==> config.mk <==
export PLATFORM = sky130hd
export DESIGN_NAME = cla_pipe
export DESIGN_NICKNAME = d
export VERILOG_FILES = /design/src/rtl/cla_pipe.sv
export SDC_FILE = /design/constraint.sdc
export NUM_CORES = 1
export LEC_CHECK = 0
export CAP_MARGIN = 20
export CORE_MARGIN = 10
export CORE_UTILIZATION = 47
export DETAILED_ROUTE_END_ITERATION = 16
export PLACE_DENSITY_LB_ADDON = 0.2
export SYNTH_ARGS = -nofsm -noshare
export SYNTH_HDL_FRONTEND = slang
export SYNTH_SLANG_ARGS = --single-unit
export TNS_END_PERCENT = 100
==> constraint.sdc <==
create_clock -name clk -period 4 [get_ports clk]
set_input_delay 1.2 -clock clk [delete_from_list [all_inputs] [get_ports clk]]
set_output_delay 1.2 -clock clk [all_outputs]
set_load 0.01 [all_outputs]
==> src/rtl/cla_pipe.sv <==
// cla_pipe: pipelined carry-lookahead adder/subtractor with valid/ready flow control.
//
// The operand is cut into STAGES segments of SEG = WIDTH/STAGES bits. Stage k adds
// segment k using GROUP-bit lookahead groups whose group carries are chained by
// c[j+1] = gg[j] | pg[j] & c[j]. The segment carry is registered and consumed by the
// next stage. Unconsumed high operand bits travel down the pipe with the data, and
// completed low sum bits are accumulated. As a result, each input is read exactly once.
//
// Ports:
//   clk, reset_n            clock (rising edge), asynchronous active-low reset
//   in_valid / in_ready     input handshake (in_ready never depends on in_valid)
//   a, b, cin, sub          operands; sub=1 computes a - b - cin
//   out_valid / out_ready   output handshake
//   s, cout, ovf, zero, neg result and flags, driven directly from the last stage

module cla_pipe #(
  parameter int WIDTH  = 64,
  parameter int GROUP  = 4,
  parameter int STAGES = 4
) (
  input  logic             clk,
  input  logic             reset_n,
  input  logic             in_valid,
  output logic             in_ready,
  input  logic [WIDTH-1:0] a,
  input  logic [WIDTH-1:0] b,
  input  logic             cin,
  input  logic             sub,
  output logic             out_valid,
  input  logic             out_ready,
  output logic [WIDTH-1:0] s,
  output logic             cout,
  output logic             ovf,
  output logic             zero,
  output logic             neg
);

  localparam int SEG = WIDTH / STAGES;
  localparam int NG  = SEG / GROUP;

  logic [STAGES-1:0] vld;
  logic [STAGES-1:0] ld;
  logic [WIDTH-1:0]  b_eff;
  logic              c_first;

  // Subtraction is a + ~b + ~cin. A carry out of 1 therefore means no borrow occurred.
  assign b_eff   = sub ? ~b : b;
  assign c_first = cin ^ sub;

  // Bubble-collapsing load chain. A stage loads when it is empty or when its content
  // moves on. Evaluation runs from the output side back toward the input.
  always_comb begin
    logic nxt;
    ld  = '0;
    nxt = out_ready;
    for (int k = STAGES - 1; k >= 0; k--) begin
      ld[k] = ~vld[k] | nxt;
      nxt   = ld[k];
    end
  end

  assign in_ready = ld[0];

  for (genvar k = 0; k < STAGES; k++) begin : g_stage
    localparam int IW = WIDTH - k * SEG;

    logic [IW-1:0]          op_a;
    logic [IW-1:0]          op_b;
    logic                   c_in;
    logic                   z_in;
    logic                   v_in;
    logic [SEG-1:0]         p;
    logic [SEG-1:0]         g;
    logic [SEG-1:0]         c;
    logic [SEG-1:0]         ssum;
    logic [NG-1:0]          pg;
    logic [NG-1:0]          gg;
    logic [NG:0]            cg;
    logic                   v_q;
    logic                   c_q;
    logic                   z_q;
    logic [(k+1)*SEG-1:0]   res_d;
    logic [(k+1)*SEG-1:0]   res_q;

    if (k == 0) begin : g_src
      assign op_a  = a;
      assign op_b  = b_eff;
      assign c_in  = c_first;
      assign z_in  = 1'b1;
      assign v_in  = in_valid;
      assign res_d = ssum;
    end else begin : g_src
      assign op_a  = g_stage[k-1].g_hi.a_q;
      assign op_b  = g_stage[k-1].g_hi.b_q;
      assign c_in  = g_stage[k-1].c_q;
      assign z_in  = g_stage[k-1].z_q;
      assign v_in  = g_stage[k-1].v_q;
      assign res_d = {ssum, g_stage[k-1].res_q};
    end

    assign p = op_a[SEG-1:0] ^ op_b[SEG-1:0];
    assign g = op_a[SEG-1:0] & op_b[SEG-1:0];

    // First level: group propagate/generate. Second level: group carries.
    // Bit carries inside each group then start from that group's carry-in.
    always_comb begin
      pg = '0;
      gg = '0;
      cg = '0;
      c  = '0;
      for (int j = 0; j < NG; j++) begin
        pg[j] = &p[j*GROUP +: GROUP];
        for (int i = 0; i < GROUP; i++) begin
          gg[j] = g[j*GROUP + i] | (p[j*GROUP + i] & gg[j]);
        end
      end
      cg[0] = c_in;
      for (int j = 0; j < NG; j++) begin
        cg[j+1] = gg[j] | (pg[j] & cg[j]);
      end
      for (int j = 0; j < NG; j++) begin
        c[j*GROUP] = cg[j];
        for (int i = 1; i < GROUP; i++) begin
          c[j*GROUP + i] = g[j*GROUP + i - 1] | (p[j*GROUP + i - 1] & c[j*GROUP + i - 1]);
        end
      end
    end

    assign ssum = p ^ c;

    // Data only updates on a valid load. A bubble passing through leaves the
    // previous values in place, so the outputs stay stable while out_valid is 0.
    always_ff @(posedge clk or negedge reset_n) begin
      if (!reset_n) begin
        v_q   <= 1'b0;
        c_q   <= 1'b0;
        z_q   <= 1'b0;
        res_q <= '0;
      end else if (ld[k]) begin
        v_q <= v_in;
        if (v_in) begin
          c_q   <= cg[NG];
          z_q   <= z_in & ~|ssum;
          res_q <= res_d;
        end
      end
    end

    assign vld[k] = v_q;

    if (k < STAGES - 1) begin : g_hi
      logic [IW-SEG-1:0] a_q;
      logic [IW-SEG-1:0] b_q;

      always_ff @(posedge clk or negedge reset_n) begin
        if (!reset_n) begin
          a_q <= '0;
          b_q <= '0;
        end else if (ld[k] && v_in) begin
          a_q <= op_a[IW-1:SEG];
          b_q <= op_b[IW-1:SEG];
        end
      end
    end

    if (k == STAGES - 1) begin : g_last
      // Carry into the MSB, used for signed overflow detection.
      logic cm_q;

      always_ff @(posedge clk or negedge reset_n) begin
        if (!reset_n) begin
          cm_q <= 1'b0;
        end else if (ld[k] && v_in) begin
          cm_q <= c[SEG-1];
        end
      end

      assign out_valid = v_q;
      assign s         = res_q;
      assign cout      = c_q;
      assign ovf       = cm_q ^ c_q;
      assign zero      = z_q;
      assign neg       = res_q[WIDTH-1];
    end
  end

endmodule

### After elaboration in Yosys (flattened, before gate mapping)

Index checks and enable logic that the tools add are counted.
Widths: inputs -> output; s select.

* bits in latches: 0
* word-level logic and storage cells: 306
* output and inout bits: 70
* input bits: 134
* memory bits (writable): 0
* register bits after elaboration: 365
* memory bits (read-only): 0
* memories: 0

* eq/ne operators: 0
* shifts and indexed selects: 0
* add/subtract/negate cells: 0
* mux-type cells: 1
* multipliers: 0
* magnitude comparators: 0
* div/mod/pow operators: 0
* bitwise gates (word level): 250
* reduce and logical (&&, ||, !) cells: 32

Operators with widths (number)
* $xor 16x16->16: 8
* $or 1x1->1: 116
* $and 1x1->1: 115
* $and 16x16->16: 4
* $mux 64: 1
* $not 64->64: 1
* $reduce_and 4->1: 16
* $reduce_or 16->1: 4
* $reduce_and 2->1: 4
* $logic_and 1x1->1: 4
* $logic_not 1->1: 4
* $not 1->1: 4
* $xor 1x1->1: 2

### Longest topological paths before layout

* depth after elaboration: 23
* gate-level depth with buffers: 16
* gate-level depth less buffers: 14

### Least setup slack after synthesis

No wires, ideal clock.

* path type: input port to flip-flop
* start: input sub
* end: register g_stage[0].z_q
* buffers on the path: 2
* stages on the path: 16
* arrival time: 4.578 ns
* required time: 3.917 ns
* path slack: -0.660 ns
* setup time: 0.083 ns
* cell sequence: buf_2 -> buf_2 -> xor2_1 -> ha_1 -> and4_1 -> a21oi_1 -> o21ai_0 -> a211o_1 -> a21oi_1 -> fa_1 -> fa_1 -> fa_1 -> nand4b_1 -> nor4b_1 -> nand4_1 -> o21ai_0

* cells in the longest elaborated chain, start to end: 22
* elaborated cells between the ends (all ways): 58
* those cells by class: mux: 1; bitwise: 52; reduce/logical: 5

RTL lines
* start: declaration: line 28 `input logic sub,`
* $mux 64: line 47 `assign b_eff = sub ? ~b : b;`
* $xor 16x16->16 or $and 16x16->16 (tied branches): line 101, 102
* $and 1x1->1: line 114 `gg[j] = g[j*GROUP + i] | (p[j*GROUP + i] & gg[j]);`
* $or 1x1->1: line 114
* $and 1x1->1: line 114
* $or 1x1->1: line 114
* $and 1x1->1: line 114
* $or 1x1->1: line 114
* [... 6 more ...]
* $or 1x1->1: line 124 `c[j*GROUP + i] = g[j*GROUP + i - 1] | (p[j*GROUP + i - 1] & c[j*GROUP + i - 1]);`
* $and 1x1->1: line 124
* $or 1x1->1: line 124
* $and 1x1->1: line 124
* $or 1x1->1: line 124
* $xor 16x16->16 *: line 129 `assign ssum = p ^ c;`
* $reduce_or 16->1 *: line 143 `z_q <= z_in & ~|ssum;`
* $logic_not 1->1 *: line 143
* end signal: assignment: line 143
* end: declaration: line 81 `logic z_q;`

Every way passes the cells marked *; elsewhere a longest branch is shown, timed or not.
A chain may end at the register's enable or synchronous reset.

### Worst setup path in the final report

* start: input out_ready
* end: output in_ready

* cells in the longest elaborated chain, start to end: 4

RTL lines
* start: declaration: line 30 `input logic out_ready,`
* $or 1x1->1 (4 in a row): line 57 `ld[k] = ~vld[k] | nxt;`
* end: declaration: line 24 `output logic in_ready,`

Every way passes these cells.

==> reports/summary.txt <==
Setup TNS: 0 ps
CTS tree: done
Pre-Repair DR Iteration Count: 4
Initial Util: 0.473
Setup WS pre-CTS: -738 ps
F_max: 0.254 GHz
Fin Hold WS: 477 ps
Fin crit share: 0.984
Row count: 69
NetSw: 4450 uW
Post-synthesis adder-cell area fraction: 0.105
Crit path buf inv count: 2
Compound-Gate Fraction of Synth Area: 0.0496
Final min period: 3940 ps
RSZ-0062 raised after global routing: yes
Ranking of synthesized cells by area: dfrtp_1 55%, mux2_2 18%, fa_1 5.7%
Mean post-synth cell area: 13.6 sq um
Reg-to-reg startpoint: g_stage[2].g_hi.a_q[2]
Leakage power figure: 0.00916 uW
Setup-failing EPs final: 0
H-Tree Level Count: 2
Stages on the worst setup path: 4
IO Count: 204
Int Pwr: 9970 uW
Rel. slew slack: 0.607
Routed vias/inst: 5.14
Crit path launch type: primary input
Ys async rst share: 1.00
Grt ovf: 0
Worst-Margin Slew: 589 ps
Synthesized Nets: 1,475
Cell class contributing the biggest share of worst-path delay: buffers and inverters
Total clock sinks: 365
Via count: 10,072
Port Buffer Count: 203
Main synth FF type: dfrtp_1
Maximum vdd drop: 0.353 mV
Initial drt markers: 475
Inst Count DP: 1,876
Total Nets Final: 1,711
CP Max Fanout: 3
Post-synth EDFFs: 0
Crit path cell chain: clkdlybuf4s50_1 -> nand4b_2 -> or2_2 -> clkdlybuf4s50_1
Largest net degree at the start of global routing: 97
Die Y-Extent: 209 um
Most common cell on crit path: clkdlybuf4s50_1
RD Place Congestion: 0.783
Worst setup margin: 63.8 ps
Post-Layout Cell Count: 1,958
TritonCTS Buffers: 40
Yosys top cell by area: dfrtp_1
Later-pin clock latency in the skew report: 520 ps
Crit path launch: out_ready
Synth Cell Area: 16,700 sq um
Count leader, synth: dfrtp_1
CTS clk-pin slew, worst paths: 60 ps
CP max stage cell: clkdlybuf4s50_1
Worst min path class: reg -> reg
Synth cell count leaders: 365 x dfrtp_1, 268 x mux2_2, 95 x nand2_1, 64 x ha_1, 62 x o21ai_0
Die W: 209 um
End of the worst register-to-register path: zero
Largest family of logic cells by synthesized area: multiplexers
Sequential element share of the synthesized area: 0.546
Slowest stage delay, CP: 570 ps
Seq pwr share: 0.404
Yosys top cell area share: 0.546
Share of layout cells above drive strength 1: 0.279
Cells after Synth: 1,229
Xor/xnor share of the synthesized area: 0.0429
Post-Synth Simple-Gate Area: 0.0413
GRT Overall Usage: 0.164
Clock Tree Root: clkbuf_16
Antenna Nets Post-Route: 0
Drc violations: 0
Distinct cells, synth: 43
Worst Skew: 7.64 ps
Hold Buf Count CTS: 0
Worst path required time: 2800 ps
Wire per inst: 18.1 um
Die ar.: 43,600 sq um
#FFs+latches synth: 365
MaxCap Viol Count: 0
WL final: 35,500 um
CP arrival: 2740 ps
Initial antenna violation count: 2
CP endpoint: in_ready
Max-slew violation count: 0
Multiplexer area fraction after synthesis: 0.186
Synth warn: 0
Combinational share of power: 0.343
Flop2flop setup slack: 160 ps
Final hold violation count: 0
First-pass GRT wire length: 58,900 um
R2r worst-path depth: 11
Std-Cell Core Area: 35,400 sq um
Clk buf depth: 3
CP endpoint kind: output port
Clk pwr share: 0.253
Sw Share: 0.309
Post-DP HPWL: 25,600 um
Area Overhead vs Synth: 25.1%
Setup CP Type: in -> out
Power density cells: 688 nW/um^2
Status: complete, no violations
Vias in the first global route: 11,108
==> worst min-delay path by stage <==
stage                                       start                       to  slack [ps]  cells past startpoint
after floorplan                    g_stage[1].z_q           g_stage[1].z_q         440                      2
after global placement       g_stage[1].res_q[16]     g_stage[1].res_q[16]         460                      2
after detailed placement  g_stage[0].g_hi.b_q[25]  g_stage[0].g_hi.b_q[25]         470                      2
after CTS                    g_stage[2].res_q[32]     g_stage[2].res_q[32]         480                      2
after global routing          g_stage[0].res_q[7]      g_stage[0].res_q[7]         500                      2
final                         g_stage[0].res_q[3]      g_stage[0].res_q[3]         480                      2
==> power by group through the flow <==
stage	Sequential [uW]	Combinational, uW	Clock, uW
after floorplan	5800	2910	0
after global placement	5860	4800	0
after detailed placement	5910	4950	0
after CTS	5860	4990	3740
after global routing	6030	5490	3900
final	5830	4950	3640
==> repair_timing <==
action                                  CTS  global route
endpoints found under the setup margin    2             4
endpoints found under the hold margin     0             0
pin swaps                                18            26
buffers inserted                          6             2
gates resized for setup                  24            23
==> per-layer routing <==
metal  track usage  vias up  routed length, um
met1         0.205     5097              15500
met5             0        -                  0
met2         0.275      189              17500
met3        0.0386       50               1730
met4        0.0536        0                862
li1              -     4736                  -
==> per-stage QoR <==
stage / util / power, uW / cell area (sq um)
6_report: 0.592 / 14400 / 20900
4_1_cts: 0.589 / 14600 / 20800
5_1_grt: 0.592 / 15400 / 20900
2_1_floorplan: - / 8710 / 16800
3_5_place_dp: 0.550 / 10900 / 19500
3_3_place_gp: 0.550 / 10700 / 19500
==> state kept, by name (all words and copies together) (netlist names) <==
| name | count |
|---|---|
| g_stage.g_hi.a_q | 96 |
| g_stage.g_hi.b_q | 96 |
| g_stage.res_q | 96 |
| s | 64 |
| g_stage.c_q | 3 |
| g_stage.v_q | 3 |
| g_stage.z_q | 3 |
| cout | 1 |
| g_stage.g_last.cm_q | 1 |
| out_valid | 1 |
| zero | 1 |
==> layout make-up <==
class                           count  area [sq um]
Fill cell                        2907         14400
Multi-Input combinational cell    765          7260
Antenna cell                        2          5.00
Sequential cell                   365          9130
Tap cell                          461           577
Clock inverter                     12           116
Timing Repair Buffer              249          2480
Clock buffer                       60          1210
Inverter                           44           165
==> worst reg2reg max path, cell delays in order, from the launching register on <==
cell and delay, ps:
dfrtp_1 420, ha_1 330, a21oi_1 130, o221ai_1 210, a211o_1 370, fa_1 400
fa_1 380, fa_1 460, or4_1 510, nor3_1 200, nand4_1 120, o31ai_1 230
==> kinds of logic after synthesis <==
logic type | Yosys count
DFF | 365
muxes | 276
and+or+nand+nor | 148
AOI/OAI and AO/OA | 147
adders and majority gates | 112
buffers and inverters | 99
xor gates and xnor gates | 82
==> cell usage in the layout, fill, tap and decap left out, types with 36 or more instances in the layout <==
master,instances
mux2_2,268
o21ai_0,57
inv_1,43
xnor2_1,59
clkbuf_16,41
dfrtp_1,365
clkdlybuf4s50_1,189
buf_4,36
nand2_1,93
fa_1,42
ha_1,64
No activity file was read; power rests on OpenSTA's default activity.
